**config.mk**
```make
export PLATFORM = sky130hd
export DESIGN_NAME = attach_user_hls_deadlock_report
export DESIGN_NICKNAME = d
export VERILOG_FILES = /design/src/rtl/attach_user_hls_deadlock_report.sv
export SDC_FILE = /design/constraint.sdc
export NUM_CORES = 1
export LEC_CHECK = 0
export ABC_AREA = 1
export BUFFER_PORTS_ARGS = -buffer_cell sky130_fd_sc_hd__buf_2
export CORE_UTILIZATION = 30
export CTS_CLUSTER_SIZE = 30
export DETAILED_ROUTE_END_ITERATION = 8
export SLEW_MARGIN = 20
export SYNTH_ARGS = -nofsm -noshare
export SYNTH_HDL_FRONTEND = slang
export SYNTH_SLANG_ARGS = --single-unit
```
**constraint.sdc**
```tcl
create_clock -name clock -period 3.15 [get_ports clock]
set_input_delay 0 -clock clock [delete_from_list [all_inputs] [get_ports clock]]
set_output_delay 0 -clock clock [all_outputs]
set_load 0.01 [all_outputs]
```
**src/rtl/attach_user_hls_deadlock_report.sv**
```systemverilog
// attach_user_hls_deadlock_report
//   Consumes the deadlock monitor's raw block flag and per-channel info.
//   Debounces block over a programmable run length, latches a sticky
//   deadlock, pulses irq, counts events and emits one report word over a
//   valid/ready handshake.
// Ports:
//   clock, reset_n            clock and asynchronous active-low reset
//   block, axis_block_info    raw monitor outputs (2 bits per channel)
//   threshold                 consecutive block cycles needed (0 acts as 1)
//   clear                     acknowledge / clear the sticky deadlock
//   deadlock, irq             sticky status and one-cycle detection pulse
//   captured_info, blocked_mask  info latched at detection, per-channel OR
//   event_count, stall_cycles saturating detection count and run length
//   report_valid/ready/data   report word handshake
//   report_overflow           sticky; detection while a report was pending
module attach_user_hls_deadlock_report #(
  parameter int NUM_AXIS = 2,
  parameter int INFO_W   = 2 * NUM_AXIS,
  parameter int THRESH_W = 16,
  parameter int CNT_W    = 8
) (
  input  logic                      clock,
  input  logic                      reset_n,
  input  logic                      block,
  input  logic [INFO_W-1:0]         axis_block_info,
  input  logic [THRESH_W-1:0]       threshold,
  input  logic                      clear,
  output logic                      deadlock,
  output logic                      irq,
  output logic [INFO_W-1:0]         captured_info,
  output logic [NUM_AXIS-1:0]       blocked_mask,
  output logic [CNT_W-1:0]          event_count,
  output logic [THRESH_W-1:0]       stall_cycles,
  output logic                      report_valid,
  input  logic                      report_ready,
  output logic [CNT_W+INFO_W-1:0]   report_data,
  output logic                      report_overflow
);

  typedef enum logic [1:0] {
    IDLE,
    COUNT,
    DETECTED
  } state_t;

  state_t state;

  logic [THRESH_W-1:0] thr;
  logic [THRESH_W:0]   stall_inc;
  logic [THRESH_W-1:0] stall_sat;
  logic [CNT_W-1:0]    cnt_inc;
  logic                hit;
  logic                detect;
  logic                accept;

  always_comb begin
    thr       = (threshold == '0) ? THRESH_W'(1) : threshold;
    stall_inc = {1'b0, stall_cycles} + 1'b1;
    stall_sat = (&stall_cycles) ? stall_cycles : stall_inc[THRESH_W-1:0];
    cnt_inc   = (&event_count) ? event_count : event_count + 1'b1;
    accept    = report_valid && report_ready;
    hit       = 1'b0;
    case (state)
      IDLE:    hit = block && (thr == THRESH_W'(1));
      // >= keeps a run from slipping past a threshold lowered mid-count
      COUNT:   hit = block && (stall_inc >= {1'b0, thr});
      default: hit = 1'b0;
    endcase
    // clear beats a detection landing in the same cycle
    detect = hit && !clear;
  end

  always_comb begin
    blocked_mask = '0;
    for (int unsigned i = 0; i < NUM_AXIS; i++)
      blocked_mask[i] = |captured_info[2*i +: 2];
  end

  always_ff @(posedge clock or negedge reset_n) begin
    if (!reset_n) begin
      state           <= IDLE;
      deadlock        <= 1'b0;
      irq             <= 1'b0;
      captured_info   <= '0;
      event_count     <= '0;
      stall_cycles    <= '0;
      report_valid    <= 1'b0;
      report_data     <= '0;
      report_overflow <= 1'b0;
    end else begin
      irq <= detect;

      if (clear) begin
        state           <= IDLE;
        stall_cycles    <= '0;
        deadlock        <= 1'b0;
        captured_info   <= '0;
        report_overflow <= 1'b0;
      end else begin
        case (state)
          IDLE: begin
            if (block) begin
              stall_cycles <= THRESH_W'(1);
              state        <= hit ? DETECTED : COUNT;
            end else begin
              stall_cycles <= '0;
            end
          end
          COUNT: begin
            if (!block) begin
              state        <= IDLE;
              stall_cycles <= '0;
            end else begin
              stall_cycles <= stall_inc[THRESH_W-1:0];
              if (hit) state <= DETECTED;
            end
          end
          DETECTED: begin
            if (block) stall_cycles <= stall_sat;
          end
          default: state <= IDLE;
        endcase
      end

      if (detect) begin
        deadlock      <= 1'b1;
        captured_info <= axis_block_info;
        event_count   <= cnt_inc;
      end

      // a same-cycle accept frees the slot, so the new word loads cleanly
      if (detect && (!report_valid || accept)) begin
        report_valid <= 1'b1;
        report_data  <= {cnt_inc, axis_block_info};
      end else if (detect) begin
        report_overflow <= 1'b1;
      end else if (accept) begin
        report_valid <= 1'b0;
      end
    end
  end

endmodule

```
=== Yosys cells after proc, flatten, opt, wreduce, memory -nomap -nowiden ===
Cells that the tools add are included.

* Bits in read-only memories: 0
* Input bits: 25
* Memories kept: 0
* RAM bits: 0
* Output and inout bits: 46
* Register bits after elaboration: 46
* Latch bits: 0

* Reduce and logical (&&, ||, !) cells: 20
* Shift operators: 0
* Order comparisons: 1
* Multiply operators: 0
* Multiplexer cells: 25
* Equal/unequal tests: 9
* Bitwise logic cells: 0
* Add/subtract/negate cells: 2
* Div/mod/pow operators: 0

{| class="wikitable"
|+ Operators with widths
! cell !! count
|-
| $mux 16 || 5
|-
| $pmux 16 s3 || 1
|-
| $add 16x1->17 const B || 1
|-
| $ge 17x16->1 || 1
|-
| $eq 16x1->1 const B || 1
|-
| $logic_not 16->1 || 1
|-
| $reduce_and 16->1 || 1
|-
| $mux 2 || 5
|-
| $mux 1 || 9
|-
| $ne 3x3->1 const B || 3
|-
| $add 8x1->8 const B || 1
|-
| $mux 4 || 2
|-
| $mux 8 || 1
|-
| $reduce_and 8->1 || 1
|-
| $pmux 2 s3 || 1
|-
| $reduce_and 3->1 || 2
|-
| $logic_and 1x1->1 || 5
|-
| $ne 4x4->1 const B || 1
|-
| $reduce_bool 2->1 || 2
|-
| $reduce_bool 4->1 || 1
|-
| $reduce_or 2->1 || 2
|-
| $eq 2x1->1 const B || 1
|-
| $eq 2x2->1 const B || 1
|-
| $logic_not 1->1 || 2
|-
| 6 further kinds || 6
|}

=== Depth between registers and ports, before layout ===
Gate-level depths: netlist of run 1.

* Depth in word-level cells: 9
* Mapped depth: 24

=== Least setup slack after synthesis of run 1 ===
Ideal clock, no wire load.

* Kind: register to register
* From: reg stall_cycles[0]
* To: reg report_data[10]
* Path buffers: 1
* Setup slack: 0.175 ns
* Stages on the path, launching flop included: 22
* Library setup time: 0.121 ns
* Arrival time: 2.854 ns
* Cell sequence: dfrtp_1 > ha_1 > nand2_2 > nor2_4 > nand3_4 > nor2_4 > nand2_4 > nor2_1 > nand3_1 > xor2_1 > inv_1 > ha_1 > nand2_1 > inv_1 > nand4_1 > o21ai_0 > nor2_2 > nand2_4 > nand4_4 > buf_2 > o21bai_1 > nand2_1

* Cells in the longest elaborated chain, start to end: 6

{| class="wikitable"
|+ Ends and longest elaborated chain
! element !! line !! RTL
|-
| start, declared || 33 || <nowiki>output logic [THRESH_W-1:0] stall_cycles,</nowiki>
|-
| start signal, assigned || 114 || <nowiki>stall_cycles <= stall_inc[THRESH_W-1:0];</nowiki>
|-
| start signal, assigned || 119 || <nowiki>if (block) stall_cycles <= stall_sat;</nowiki>
|-
| $add 16x1->17 || 58 || <nowiki>stall_inc = {1'b0, stall_cycles} + 1'b1;</nowiki>
|-
| $ge 17x16->1 || 66 || <nowiki>COUNT: hit = block && (stall_inc >= {1'b0, thr});</nowiki>
|-
| $logic_and 1x1->1 || 66 ||
|-
| $pmux 1 s2 || 63 || <nowiki>case (state)</nowiki>
|-
| $logic_and 1x1->1 || 70 || <nowiki>detect = hit && !clear;</nowiki>
|-
| $logic_and 1x1->1 || 132 || <nowiki>if (detect && (!report_valid || accept)) begin</nowiki>
|-
| end signal, assigned || 134 || <nowiki>report_data <= {cnt_inc, axis_block_info};</nowiki>
|-
| end, declared || 36 || <nowiki>output logic [CNT_W+INFO_W-1:0] report_data,</nowiki>
|}

Every way passes these cells.
A chain may end at the register's enable or synchronous reset.

=== Worst setup path after layout of run 1 ===
* From: reg stall_cycles[1]
* To: reg report_data[0]

The elaborated chain is that of the path after synthesis.

==> reports/qor.json, run 1 <==
{
  "synth": {
    "post-synth-top-area-fraction_pct": 37.0,
    "synth.most_common_cell": "inv_1",
    "average_instance_area_after_synthesis_sq_um": 7.83,
    "number_of_flops_mapped_to_enable_cells_by_yosys": 0,
    "ys_async_sr_fraction_pct": 100,
    "cell_accounting_for_the_most_synthesized_area": "dfrtp_1",
    "sequential_fraction_of_the_synthesis_area_pct": 37.0,
    "synthDistinctLibCells": 38,
    "synth.ff_latch_count": 46,
    "mapped_nets": 443,
    "synth.cell_area_sq_um": 3110,
    "postSynth.topFlopCell": "dfrtp_1",
    "synth.area.top_cells": "dfrtp_1 37%, inv_1 10%, nand2_1 9.8%",
    "synthCells": 397,
    "yosys-top-cells-count": "86 x inv_1, 81 x nand2_1, 46 x dfrtp_1, 26 x nand3_1, 22 x nor2_1",
    "yosys_warnings": 0
  },
  "critical_path": {
    "slowest_stage": "dfrtp_1",
    "arrival_ns": 3.39,
    "worst_ep_required_time_ns": 3.40,
    "worst_r2r_endpoint": "report_data[0]",
    "critPathMostFrequentCell": "nor2_2",
    "worst-path-max-fanout": 8,
    "critical_path.max_stage_delay_ns": 0.43,
    "cell_depth_of_the_worst_flop_to_flop_path": 21,
    "cp-start-kind": "flop",
    "timing_worst_setup_path_type": "flop to flop",
    "crit_path_end_kind": "flop",
    "reg2reg_setup_slack_ns": 0.007,
    "reg2reg_from": "stall_cycles[1]",
    "cp_cell_sequence": "inv_1 > nor3_2 > nand2_1 > nor2_2 > nand4_1 > nor2_2 > nand3_2 > xor2_2 > inv_2 > ha_4 > nand2_2 > inv_2 > nand4_1 > o21ai_2 > nor2_2 > nand2_4 > nand3_4 > nor2_4 > clkbuf_16 > nand3_1 > nand2_1"
  },
  "power_and_ir_drop": {
    "comb_power_share_pct": 47.0,
    "fin_total_pwr_mw": 2.34,
    "p_int_mw": 1.37,
    "vdd_ir_drop_max_uv": 470,
    "power.density_cell_area_nw_per_um2": 553,
    "cellLeakagePower_nw": 2.20,
    "p_sw_mw": 0.978,
    "pwr-share-seq_pct": 37.0,
    "switching_share_pct": 41.8,
    "power.clock.fraction_pct": 16.0
  },
  "die": {
    "design.die.area_sq_um": 10800,
    "die_height_um": 104,
    "horizontal_die_dimension_um": 104,
    "placement_rows": 36,
    "core_area_sq_um": 9910,
    "ioPinCount": 71,
    "floorplan.initialDensity_pct": 31.4
  },
  "timing": {
    "fin_crit_ns": 3.14,
    "timing.final.hold_violations": 0,
    "worst_hold_slack_ns": 0.0545,
    "maxClockFrequency_ghz": 0.318,
    "grt_setup_unrepaired": "yes",
    "timing.clock.skew_ns": 0.00481,
    "setup-violations-final": 0,
    "fin_crit_sh_pct": 99.8,
    "tightestPinTransition_ns": 0.670,
    "max_slew_margin_pct": 55.2,
    "maxSlewViolCount": 0
  },
  "detailed_routing": {
    "drt_drc_violations_left": 0,
    "starting_drc_count_in_detailed_routing": 95,
    "route.final.wire_length_um": 8490,
    "antenna_violating_nets_post_route": 0,
    "vias": 2955,
    "drt-pass1-iter-count": 4,
    "via_per_inst": 4.65,
    "routedWlPerCell_um": 13.3
  },
  "global_route": {
    "grt_pass1_vias": 2783,
    "grt_util_all_layers_pct": 15.3,
    "grt_first_pass_wirelength_um": 13500,
    "antenna_found_initial": 0,
    "grt_max_degree": 31,
    "globalRouteOverflowTotal": 0
  },
  "finish": {
    "instances_no_fill": 636,
    "n_antenna_cell": 0,
    "syn_to_final_growth_pct": 36.5,
    "fin_area_sq_um": 4240,
    "drive_gt1_share_pct": 36.2,
    "fin_nets": 548
  },
  "placed_design": {
    "gp_congestion": 0.858,
    "hpwl_dp_um": 5870,
    "portBuffers": 70,
    "detailed_place.area_sq_um": 3660,
    "place.detailed.instances": 602
  },
  "hold_path": {
    "hold_depth": 3,
    "min_delay_startpoint": "block",
    "worstHoldEndpoint": "stall_cycles[0]",
    "class_of_the_worst_hold_path": "primary input to flop"
  },
  "clocking": {
    "clk_root_buffer_cell": "clkbuf_8",
    "tritoncts": "yes",
    "cts_buffers": 5,
    "clock_tree.buffer_depth": 2,
    "cts_htree_levels": 2,
    "path_clk_slew_ns": 0.09,
    "clkSinkCount": 46,
    "worstSkewPairLatency_ns": 0.30
  },
  "flow_run": {
    "cap_violations": 0
  },
  "run_status": {
    "run_status": "finished clean"
  }
}
[worst max-delay path by stage]
stage	end	from	slack, ns	cells past startpoint
2_1_floorplan	report_data[10]	stall_cycles[0]	0.17	21
3_3_place_gp	state[1]	stall_cycles[1]	-0.01	22
3_5_place_dp	report_data[6]	stall_cycles[1]	-0.05	19
4_1_cts	state[1]	stall_cycles[1]	0.002	23
5_1_grt	report_data[8]	stall_cycles[0]	-0.22	21
6_report	report_data[0]	stall_cycles[1]	0.007	21
[worst max-delay path, delay by kind of cell (launching register included)]
| kind | cells | cell delay [ns] |
|---|---|---|
| buf+inv | 4 | 0.42 |
| simple gates | 14 | 1.61 |
| compound gates | 1 | 0.16 |
| xor+xnor | 1 | 0.20 |
| fa+ha+maj | 1 | 0.26 |
| flops | 1 | 0.43 |
[cell families after synthesis]
logic type / share of synthesized area, %
AO/OA/AOI/OAI: 11.9
XOR/XNOR: 3.95
adder cells (fa/ha/maj): 8.45
buffers and inverters: 12.7
flip-flops: 37.0
AND/OR/NAND/NOR: 26.0
[power groups by stage]
| stage | registers, mW | clock network, mW | logic [mW] |
|---|---|---|---|
| 4_1_cts | 0.862 | 0.395 | 0.983 |
| 3_5_place_dp | 0.868 | 0 | 0.943 |
| 2_1_floorplan | 0.927 | 0 | 0.548 |
| 3_3_place_gp | 0.868 | 0 | 0.921 |
| 5_1_grt | 0.894 | 0.415 | 1.23 |
| 6_report | 0.868 | 0.375 | 1.10 |
[layer usage]
| layer | routed length [um] | part of all wire (%) | global-route usage, % |
|---|---|---|---|
| met2 | 4030 | 48 | 25.9 |
| met1 | 4000 | 47 | 20.6 |
| met3 | 368 | 4.3 | 2.64 |
| met4 | 84 | 0.99 | 2.76 |
| met5 | 0 | 0 | 0 |
[what timing repair did]
item                                    in CTS  in global routing
endpoints found under the setup margin      17                 30
hold endpoints to repair                    31                  0
pin swaps                                    0                 32
gates resized for setup                      2                 55
buffers inserted                             2                 14
gates cloned                                 1                  3
hold buffers                                 6                  0
[through the flow]
| stage | utilization, % | setup WS, ns | TNS, ns |
|---|---|---|---|
| final | 42.8 | 0.00729 | 0 |
| after global routing | 42.8 | -0.215 | -4.11 |
| after CTS | 38.7 | 0.00174 | 0 |
| after detailed placement | 36.9 | -0.0492 | -0.485 |
| after global placement | 36.9 | -0.0119 | -0.0215 |
| after floorplan | - | 0.175 | 0 |
[state kept, by name (all words and copies together) (netlist names)]
name             flops
report_data         12
irq                  1
stall_cycles        16
captured_info        4
report_valid         1
deadlock             1
report_overflow      1
event_count          8
state                2
[cell usage in the layout, fill, tap and decap left out, types with 15 or more instances in the layout]
cell type / count
inv_1: 79
buf_2: 70
nand2_1: 67
dfrtp_1: 45
buf_4: 24
nand3_1: 19
nor2_1: 18
o22ai_1: 16
nand2_2: 15
ha_1: 15
[final cells by class]
class / instances / area [sq um]
fillers: 1007 / 5670
multi-input cells: 254 / 1810
flip-flops and latches: 46 / 1150
repair buffers: 105 / 683
inverters: 90 / 338
well taps: 133 / 166
clock buffers: 5 / 68.8
clock inverters: 3 / 18.8
Note: power is estimated with default switching activity, not from simulation.
==> run 2, diff against run 1 <==
CORE_UTILIZATION = 55   (was 30)
PLACE_DENSITY = 0.81   (was not set)
==> run 2 against run 1 <==
Sequential cell count is the same. Hold slack gained 0.0098 ns. Worst setup slack gained 0.020 ns. Core utilization grew 29 points. Final area shrank 6.8%. Global-route usage grew 11 points. Non-clock buffer count shrank 9. Critical endpoint is now report_data[9]. Largest cell class unchanged.
==> reports/qor.json, run 2 (synthesis gave the netlist of run 1 again) <==
{
  "run_status": {
    "run_status": "finished clean"
  },
  "global_route": {
    "antenna_found_initial": 0,
    "grt_first_pass_wirelength_um": 12700,
    "grt_util_all_layers_pct": 26.5,
    "grt_max_degree": 47,
    "grt_pass1_vias": 2893,
    "globalRouteOverflowTotal": 0
  },
  "detailed_routing": {
    "met2_routed_wirelength_um": 3990,
    "vias": 2945,
    "drt-pass1-iter-count": 4,
    "starting_drc_count_in_detailed_routing": 97,
    "routedWlPerCell_um": 13.6,
    "routedLengthMet1_um": 3230,
    "met3WireLength_um": 375,
    "route.final.wire_length_um": 7720,
    "antenna_violating_nets_post_route": 0,
    "drt_drc_violations_left": 0,
    "route.top_layer_used": "met4",
    "via_per_inst": 5.19
  },
  "timing": {
    "fin_crit_sh_pct": 99.1,
    "max_slew_margin_pct": 47.2,
    "grt_setup_unrepaired": "yes",
    "fin_tns_setup_ns": 0,
    "timing.final.hold_violations": 0,
    "setup-violations-final": 0,
    "maxSlewViolCount": 0,
    "final_critical_path_setup_slack_ns": 0.0271,
    "maxClockFrequency_ghz": 0.320,
    "fin_crit_ns": 3.12,
    "timing.clock.skew_ns": 0.00365,
    "tightestPinTransition_ns": 0.793
  },
  "die": {
    "horizontal_die_dimension_um": 77.2,
    "die_height_um": 77.2,
    "design.die.area_sq_um": 5960,
    "floorplan.initialDensity_pct": 56.8,
    "ioPinCount": 71,
    "placement_rows": 27,
    "core_area_sq_um": 5470
  },
  "placed_design": {
    "place.detailed.instances": 538,
    "portBuffers": 70,
    "gp_congestion": 0.932,
    "pre_cts_slack_ns": -0.0502,
    "hpwl_dp_um": 5420
  },
  "clocking": {
    "clkSinkCount": 46,
    "cts_htree_levels": 2,
    "clock_tree.buffer_depth": 2,
    "path_clk_slew_ns": 0.09,
    "cts_buffers": 5,
    "clk_root_buffer_cell": "clkbuf_8",
    "worstSkewPairLatency_ns": 0.30,
    "tritoncts": "yes"
  },
  "critical_path": {
    "cp_cell_sequence": "ha_2 > nand2_2 > nor2_4 > nand3_4 > nor2_4 > nand2_4 > nor2_2 > xor2_1 > inv_1 > ha_4 > nand2_1 > nor2_1 > nor3b_1 > nand2_1 > nand2_1 > nand2_1 > nand2_2 > nand2_4 > buf_4 > nand4_4 > o21bai_1 > nand2_1",
    "cp-start-kind": "flop",
    "cell_depth_of_the_worst_flop_to_flop_path": 22,
    "worst_ep_required_time_ns": 3.34,
    "worst-path-max-fanout": 5,
    "arrival_ns": 3.31,
    "critical_path.max_stage_delay_ns": 0.40,
    "timing_worst_setup_path_type": "flop to flop",
    "critPathMostFrequentCell": "nand2_1",
    "crit_path_end_kind": "flop",
    "slowest_stage": "dfrtp_1"
  },
  "finish": {
    "layout_commonest_cell": "inv_1",
    "syn_to_final_growth_pct": 27.1,
    "instances_no_fill": 567,
    "layout.filler_cells": 435,
    "top_register": "stall_cycles",
    "largest_register_ff_count": 16,
    "drive_gt1_share_pct": 28.9,
    "n_antenna_cell": 0,
    "fin_nets": 540,
    "top_regs": "stall_cycles x16, report_data x12, event_count x8",
    "mostFrequentLayoutCells": "83 x inv_1, 76 x nand2_1, 69 x buf_2"
  },
  "power_and_ir_drop": {
    "vdd_ir_drop_max_uv": 432,
    "fin_total_pwr_mw": 2.27,
    "power.density_cell_area_nw_per_um2": 574,
    "p_int_mw": 1.33,
    "power.clock.fraction_pct": 17.7,
    "p_sw_mw": 0.935,
    "comb_power_share_pct": 44.5,
    "pwr-share-seq_pct": 37.8,
    "switching_share_pct": 41.2,
    "cellLeakagePower_nw": 2.15
  },
  "flow_run": {
    "cap_violations": 0
  },
  "hold_path": {
    "class_of_the_worst_hold_path": "primary input to flop",
    "hold_depth": 3
  }
}
[run 2: repair_timing]
| action | CTS | global route |
|---|---|---|
| endpoints found under the hold margin | 55 | 0 |
| gates cloned | 1 | 1 |
| hold buffers | 6 | 0 |
| gates resized for setup | 1 | 26 |
| setup buffers | 2 | 11 |
| pin swaps | 1 | 13 |
| endpoints found under the setup margin | 17 | 31 |
[run 2: cell type report]
cell class              instances  area (sq um)  share of cell area (%)
clock inverters                 2          16.3                   0.412
multi-input cells             255          1690                    42.8
flip-flops and latches         46          1150                    29.1
well taps                      72          90.1                    2.28
repair buffers                 96           583                    14.8
inverters                      90           338                    8.55
clock buffers                   6          82.6                    2.09
[run 2: metal layers]
layer / GRT usage (%) / up-vias
met2: 48.0 / 96
met4: 8.30 / 0
met5: 0 / -
met1: 31.5 / 1371
met3: 4.88 / 14
li1: - / 1464
[run 2: worst paths after layout]
path,slack (ns),startpoint,to
max reg2reg,0.03,stall_cycles[1],report_data[9]
max,0.03,stall_cycles[1],report_data[9]
max in group asynchronous,2.52,reset_n,report_data[3]
min,0.06,block,stall_cycles[0]
min in group asynchronous,0.24,reset_n,stall_cycles[8]
min reg2reg,0.51,state[0],state[0]
[run 2: per-stage QoR]
| stage | hold WS, ns | area (sq um) | util [%] |
|---|---|---|---|
| 3_5_place_dp | 0.213 | 3560 | 65.0 |
| 3_3_place_gp | 0.218 | 3560 | 65.0 |
| 6_report | 0.0643 | 3950 | 72.2 |
| 4_1_cts | 0.0464 | 3740 | 68.4 |
| 2_1_floorplan | -0.296 | 3110 | - |
| 5_1_grt | 0.103 | 3950 | 72.2 |
[run 2: power groups by stage]
stage	combinational (mW)	sequential [mW]	clock, mW
2_1_floorplan	0.548	0.927	0
3_3_place_gp	0.896	0.865	0
3_5_place_dp	0.928	0.866	0
4_1_cts	0.958	0.858	0.409
5_1_grt	1.13	0.883	0.440
6_report	1.01	0.858	0.402
[run 2: critical path, delay by kind of cell, from the launching register on]
family                   cells  cell delay (ns)
flip-flops                   1             0.40
AND/OR/NAND/NOR             16             1.45
XOR/XNOR                     1             0.23
buffers and inverters        2             0.25
AO/OA/AOI/OAI                1             0.19
adder cells (fa/ha/maj)      2             0.50
